File: config.mk
export PLATFORM = sky130hd
export DESIGN_NAME = power_calc
export DESIGN_NICKNAME = d
export VERILOG_FILES = /design/src/rtl/power_calc.sv
export SDC_FILE = /design/constraint.sdc
export NUM_CORES = 2
export LEC_CHECK = 0
export CAP_MARGIN = 25
export CORE_MARGIN = 2
export CORE_UTILIZATION = 50
export CTS_CLUSTER_SIZE = 28
export DETAILED_ROUTE_END_ITERATION = 16
export PLACE_DENSITY = 0.79
export SYNTH_ARGS = -nofsm -noshare
export SYNTH_HDL_FRONTEND = slang
export SYNTH_SLANG_ARGS = --single-unit
File: constraint.sdc
create_clock -name clk -period 6.93 [get_ports clk]
set_input_delay 1.386 -clock clk [delete_from_list [all_inputs] [get_ports clk]]
set_output_delay 1.386 -clock clk [all_outputs]
set_load 0.005 [all_outputs]
File: src/rtl/power_calc.sv
// ---------------------------------------------------------------------------
// power_calc
//
// Fixed-point integer-power engine. Raises an unsigned Q10.10 base to a small
// integer exponent (0..5, larger codes clamp to 5) by iterated multiplication,
// one multiply per clock, and returns an unsigned Q50.10 result.
//
// Ports:
//   clk        in   1       clock
//   rst        in   1       synchronous active-high reset
//   in_valid   in   1       request strobe, sampled only while idle
//   in_data_1  in   BASE_W  base, unsigned Q10.10
//   in_data_2  in   3       exponent n (6 and 7 are treated as 5)
//   busy       out  1       high from the accepting edge until back in IDLE
//   out_valid  out  1       one-cycle result strobe
//   out_data   out  OUT_W   result, unsigned Q50.10; zero when out_valid is low
//
// Build option:
//   POWER_CALC_ROUND_EN  when defined, every multiply step rounds half-up
//                        instead of truncating toward zero.
// ---------------------------------------------------------------------------
module power_calc #(
    parameter int FRAC_W  = 10,
    parameter int BASE_W  = 20,
    parameter int OUT_W   = 60,
    parameter int MAX_EXP = 5
) (
    input  logic              clk,
    input  logic              rst,
    input  logic              in_valid,
    input  logic [BASE_W-1:0] in_data_1,
    input  logic [2:0]        in_data_2,
    output logic              busy,
    output logic              out_valid,
    output logic [OUT_W-1:0]  out_data
);

    localparam int PROD_W = OUT_W + BASE_W;

    typedef enum logic [1:0] {
        S_IDLE = 2'd0,
        S_CALC = 2'd1,
        S_DONE = 2'd2
    } state_t;

    state_t              r_state;
    state_t              w_next_state;

    logic [BASE_W-1:0]   r_base;
    logic [OUT_W-1:0]    r_acc;
    logic [2:0]          r_cnt;
    logic                r_busy;
    logic                r_out_valid;
    logic [OUT_W-1:0]    r_out_data;

    logic [2:0]          w_exp_clamped;
    logic [OUT_W-1:0]    w_acc_next;

    // One accumulate step: full-width product, optional half-ulp bias, then
    // drop the fractional bits. The product can never exceed OUT_W integer
    // range for legal bases, so narrowing the shifted value loses nothing.
    function automatic logic [OUT_W-1:0] mul_step(
        input logic [OUT_W-1:0]  acc,
        input logic [BASE_W-1:0] base
    );
        logic [PROD_W-1:0] prod;
        prod = PROD_W'(acc) * PROD_W'(base);
`ifdef POWER_CALC_ROUND_EN
        prod = prod + (PROD_W'(1) << (FRAC_W - 1));
`endif
        mul_step = OUT_W'(prod >> FRAC_W);
    endfunction

    assign w_exp_clamped = (in_data_2 > 3'(MAX_EXP)) ? 3'(MAX_EXP) : in_data_2;
    assign w_acc_next    = mul_step(r_acc, r_base);

    // State register
    always_ff @(posedge clk) begin
        if (rst) begin
            r_state <= S_IDLE;
        end else begin
            r_state <= w_next_state;
        end
    end

    // Next-state logic
    always_comb begin
        w_next_state = r_state;
        case (r_state)
            S_IDLE: begin
                if (in_valid) begin
                    w_next_state = S_CALC;
                end
            end
            S_CALC: begin
                if (r_cnt == 3'd0) begin
                    w_next_state = S_DONE;
                end
            end
            S_DONE: begin
                w_next_state = S_IDLE;
            end
            default: begin
                w_next_state = S_IDLE;
            end
        endcase
    end

    // Datapath and output registers
    always_ff @(posedge clk) begin
        if (rst) begin
            r_base      <= '0;
            r_acc       <= '0;
            r_cnt       <= '0;
            r_busy      <= 1'b0;
            r_out_valid <= 1'b0;
            r_out_data  <= '0;
        end else begin
            case (r_state)
                S_IDLE: begin
                    if (in_valid) begin
                        r_base <= in_data_1;
                        r_cnt  <= w_exp_clamped;
                        r_acc  <= OUT_W'(1) << FRAC_W;
                        r_busy <= 1'b1;
                    end
                end
                S_CALC: begin
                    if (r_cnt != 3'd0) begin
                        r_acc <= w_acc_next;
                        r_cnt <= r_cnt - 3'd1;
                    end else begin
                        r_out_data  <= r_acc;
                        r_out_valid <= 1'b1;
                    end
                end
                S_DONE: begin
                    r_out_valid <= 1'b0;
                    r_out_data  <= '0;
                    r_busy      <= 1'b0;
                end
                default: begin
                    r_out_valid <= 1'b0;
                    r_out_data  <= '0;
                    r_busy      <= 1'b0;
                end
            endcase
        end
    end

    assign busy      = r_busy;
    assign out_valid = r_out_valid;
    assign out_data  = r_out_data;

endmodule

Word-level counts from Yosys, hierarchy flattened
Cells that the tools add are included.

operators by class
  bitwise logic cells = 2
  order comparisons = 1
  multipliers = 1
  reduce and logical (&&, ||, !) cells = 9
  equality and inequality tests = 5
  add/subtract/negate cells = 1
  multiplexer cells = 16

operators by type and width
  cell                                                   number
  case mux 60 bit (2 select lines)                       2
  2-to-1 mux 60 bit                                      3
  multiplier 60 x 20 -> 70 bit                           1
  2-to-1 mux 3 bit                                       3
  inequality test 2 bit (second input constant)          4
  AND reduction 2 bit                                    4
  case mux 3 bit (2 select lines)                        1
  2-to-1 mux 2 bit                                       2
  case mux 1 bit (2 select lines)                        2
  case mux 2 bit (2 select lines)                        1
  greater-than comparator 3 bit (second input constant)  1
  logical NOT 3 bit                                      1
  AND reduction 3 bit                                    1
  nonzero test 3 bit                                     1
  subtractor 3 x 1 -> 3 bit (second input constant)      1
  == test 2 x 1 -> 1 bit (second input constant)         1
  logical NOT 2 bit                                      1
  2-to-1 mux 1 bit                                       2
  NOT 1 bit                                              2
  nonzero test 2 bit                                     1

storage, ports and cells
  output and inout port bits = 62
  bits of input ports = 26
  logic and storage cells = 42
  register bits after elaboration = 147

Longest topological paths before layout
  depth after elaboration = 4
  gate-level depth with buffers = 29
  gate-level depth less buffers = 26

Least setup slack after synthesis
Ideal clock, no wire load.

  kind = flip-flop to flip-flop
  start point = reg r_base[5]
  end point = reg r_acc[48]
  slack = -0.145 ns
  cell stages (with the launch flop) = 27
  data required time = 6.813 ns
  path buffers = 2
  setup time = 0.117 ns
  clock period less this slack = 7.075 ns
  arrival time = 6.957 ns
  cell sequence = dfxtp_1 > clkbuf_1 > clkbuf_1 > nand2_1 > fa_1 > inv_1 > fa_1 > inv_1 > fa_1 > inv_1 > fa_1 > fa_1 > fa_1 > inv_1 > fa_1 > inv_1 > ha_1 > a21o_1 > o21bai_1 > a311o_1 > a21oi_1 > o21ai_1 > a221o_1 > o21ai_2 > a21oi_1 > or3_1 > a32o_1

on the way
  cells in the longest elaborated chain, start to end = 3

RTL lines
  element                           RTL line  RTL
  start, declared                   49        logic [BASE_W-1:0] r_base;
  start signal, assigned            122       r_base <= in_data_1;
  multiplier 60 x 20 -> 70 bit      67        prod = PROD_W'(acc) * PROD_W'(base);
  2-to-1 mux 60 bit                 129       if (r_cnt != 3'd0) begin
  case mux 60 bit (2 select lines)  119       case (r_state)
  end signal, assigned              124       r_acc <= OUT_W'(1) << FRAC_W;
  end signal, assigned              130       r_acc <= w_acc_next;
  end, declared                     50        logic [OUT_W-1:0] r_acc;

No other way between the ends. The select of a mux whose other input is x is not followed.
A chain may end at the register's enable or synchronous reset.

Worst setup path after layout
  start point = reg r_acc[16]
  end point = reg r_acc[30]

on the way
  cells in the longest elaborated chain, start to end = 3

RTL lines
  element                           RTL line
  multiplier 60 x 20 -> 70 bit      67
  2-to-1 mux 60 bit                 129
  case mux 60 bit (2 select lines)  119

No other way between the ends. The select of a mux whose other input is x is not followed.

==> impl_results.md <==
- Worst Path Arrival: 7.58 ns
- Mapped Nets: 5713
- Sink Count: 147
- Met3 Usage GRT: 7.31%
- Clk slew on worst S/H paths: 0.07 ns
- Crit-path most repeated cell: fa_1
- Number of flops mapped to enable cells by yosys: 0
- Port buffer count: 87
- Setup Crit Path Kind: register to register
- Top_reg_cell synth: dfxtp_1
- Hold Path Class: register to register
- Period utilization: 104%
- Data required, critical path: 7.33 ns
- GPL Wtd Cong: 0.959
- Share of cells above drive strength 1: 19.9%
- LEAKAGE: 24.2 nW
- Clk_lat worst skew: 0.53 ns
- HPWL Detailed: 92.1 mm
- All-Layer GR Usage: 31.2%
- Core area: 0.0786 mm2
- Run status: finished, violations left
- Grt met1 use: 38.0%
- Synthesized cell area: 0.0395 mm2
- Multi-input gate area: 0.0328 mm2
- Max clock buf depth: 2
- Failing checks: setup timing
- Busiest grt layer: met2
- #FFs+latches synth: 147
- Sequential cell area fraction in the yosys report: 7.45%
- Dpl cells: 5850
- Pwr dens: 55.0 mW/mm2
- Total CTS buffers: 17
- Nets: 6132
- Max-slew headroom: 33.4%
- Nature of the critical path startpoint: register
- Vias in the first global route: 36500
- Mean Syn Cell Area: 8.68 um2
- Critical Path Max Stage Delay: 0.57 ns
- Fillers: 5877
- Die Wd: 285 um
- CP Buf/Inv Count: 8
- Netlist cell types: 64
- H-tree levels: 4
- Cell count after synthesis: 4552
- Routed wire length: 132 mm
- Die area: 0.0813 mm2
- Post-synthesis async set-or-reset flop share: 0%
- Die H: 285 um
- Initial antenna violation count: 6
- Largest net degree at the start of global routing: 63
- Drt pass-1 iters: 6
- Final Max Tran Viols: 0
- Final core occ: 62.1%
- Num rows: 103
- CP max FO: 6
- Worst VDD drop: 0.159 mV
- Met2 Use GR: 52.0%
- Initial core utilization: 50.3%
- P&R area growth vs syn: 23.5%
- Post-route insts no fill: 6040
- Final-report hold violation count: 0
- Critical path capture point type: register
- Pre-CTS setup slack: -0.572 ns
- Remaining DRCs: 0
- Worst slew pin tran: 0.999 ns
- Top delay family on crit path: adder cells
- RSZ-0062 raised after global routing: yes
- FMAX: 0.139 GHz
- DR vias/cell: 5.65
- CTS tree: done
- GRT Residual Overflow: 0
- Max-cap violations: 0
- Vias: 34100
- Area after DPL: 0.0448 mm2
- Storage element area: 0.00306 mm2
- Setup violations, final: 20
- Synth warnings: 0
- Initial DRC Count: 3295
- First-pass GRT wire length: 196 mm
- Wire per inst: 21.8 um
- Antenna-violating nets left: 0
- Worst path slowest cell: fa_1
- Root Buffer: clkbuf_16
- Fin crit period: 7.19 ns
- Post-route cell area: 0.0488 mm2
- TNS Setup: -3.26 ns
- I/O Pins: 88
- Worst setup margin: -0.256 ns
- Worst Skew: 0.0334 ns
synth_stat cells (4+ instances only):
library cell | count | share of area [%]
nand2_1 | 942 | 8.9
a31oi_1 | 11 | 0.17
a221o_1 | 5 | 0.13
nand4_1 | 20 | 0.32
a211oi_1 | 13 | 0.25
nand3_1 | 11 | 0.14
xor2_1 | 26 | 0.58
a21o_1 | 45 | 0.85
a22oi_1 | 24 | 0.46
inv_1 | 1059 | 10
fa_1 | 996 | 50
clkbuf_1 | 292 | 2.8
o21ai_1 | 12 | 0.15
o31ai_1 | 5 | 0.095
nor2_1 | 79 | 0.75
a22o_1 | 62 | 1.4
o21bai_1 | 12 | 0.23
a32o_1 | 4 | 0.10
and3_1 | 5 | 0.079
nand2b_1 | 4 | 0.063
nor2b_1 | 5 | 0.079
buf_1 | 11 | 0.10
or3_1 | 6 | 0.095
nor3_1 | 20 | 0.25
a21boi_0 | 4 | 0.076
and2_1 | 343 | 5.4
a21oi_1 | 95 | 1.2
o211ai_1 | 4 | 0.076
ha_1 | 139 | 4.4
dfxtp_1 | 147 | 7.4
o21a_1 | 7 | 0.13
o21ai_0 | 54 | 0.68
xnor2_1 | 46 | 1.0
logic make-up (layout without fill, tap and decap cells):
kind of cell             after synthesis  count (layout)  synth area share, %
multiplexers                           3               3               0.0760
AND/OR/NAND/NOR                     1449            1449                 16.4
flip-flops                           147             147                 7.45
AO/OA/AOI/OAI                        382             382                 6.61
buffers and inverters               1364            1796                 13.0
XOR/XNOR                              72              72                 1.60
adder cells (fa/ha/maj)             1135            1135                 54.9
other                                  0               6                    0
per-stage QoR:
stage | total power, mW | hold slack [ns]
CTS | 2.56 | 0.464
global placement | 1.43 | 0.436
floorplan | 1.15 | 0.440
global route | 2.74 | 0.486
finish | 2.68 | 0.457
detailed placement | 1.44 | 0.447
per-layer routing:
metal  part of all wire [%]  vias to the layer above
li1                       -                    14000
met1                     34                    17100
met2                     47                     2261
met3                     12                      743
met4                    7.1                        4
met5                  0.017                        -
layout by cell type, fill, tap and decap left out, drive strengths merged, types with 6 or more instances in the layout:
cell and n:
inv 1068, nand2 942, diode 6, clkbuf 24
a21o 45, o21ai 67, o21bai 12, nand4 20
and2 346, xor2 26, fa 996, nand3 11
a21oi 95, xnor2 46, a22o 62, nor2 79
a31oi 11, or3 6, ha 139, a211oi 13
dfxtp 147, o21a 7, o31ai 6, buf 611
clkdlybuf4s50 86, nor3 20, a21boi 6, a22oi 24
area by class of cell:
type	instances	area share [%]
multi-input cells	3041	67.2
repair buffers	705	14.4
inverters	1059	8.14
flip-flops and latches	147	6.27
well taps	1050	2.69
clock buffers	17	0.872
clock inverters	15	0.331
diodes	6	0.0308
final timing paths:
check | startpoint | endpoint | slack, ns | cells past startpoint
hold reg to reg | out_valid$_SDFFE_PP0P_ | out_valid$_SDFFE_PP0P_ | 0.46 | 1
setup / recovery | r_acc[16]$_SDFFE_PP0P_ | r_acc[30]$_SDFFE_PP0P_ | -0.26 | 27
setup reg to reg | r_acc[16]$_SDFFE_PP0P_ | r_acc[30]$_SDFFE_PP0P_ | -0.26 | 27
hold / removal | out_valid$_SDFFE_PP0P_ | out_valid$_SDFFE_PP0P_ | 0.46 | 1
registers in the layout, indices dropped and copies added (netlist names):
signal and count:
r_acc 60, out_data 60, r_state 2, r_cnt 3
busy 1, r_base 20, out_valid 1
report_power, final:
part / total [mW] / internal (mW) / switching [mW]
sequential: 0.892 / 0.857 / 0.0342
clock: 1.02 / 0.510 / 0.509
combinational: 0.773 / 0.296 / 0.477
what timing repair did:
item	in CTS	in global routing
hold buffers	0	0
gates cloned	9	8
setup endpoints to repair	38	42
gates resized for setup	163	334
pin swaps	107	195
buffers inserted	73	75
Power figures use the tool's default switching activity.
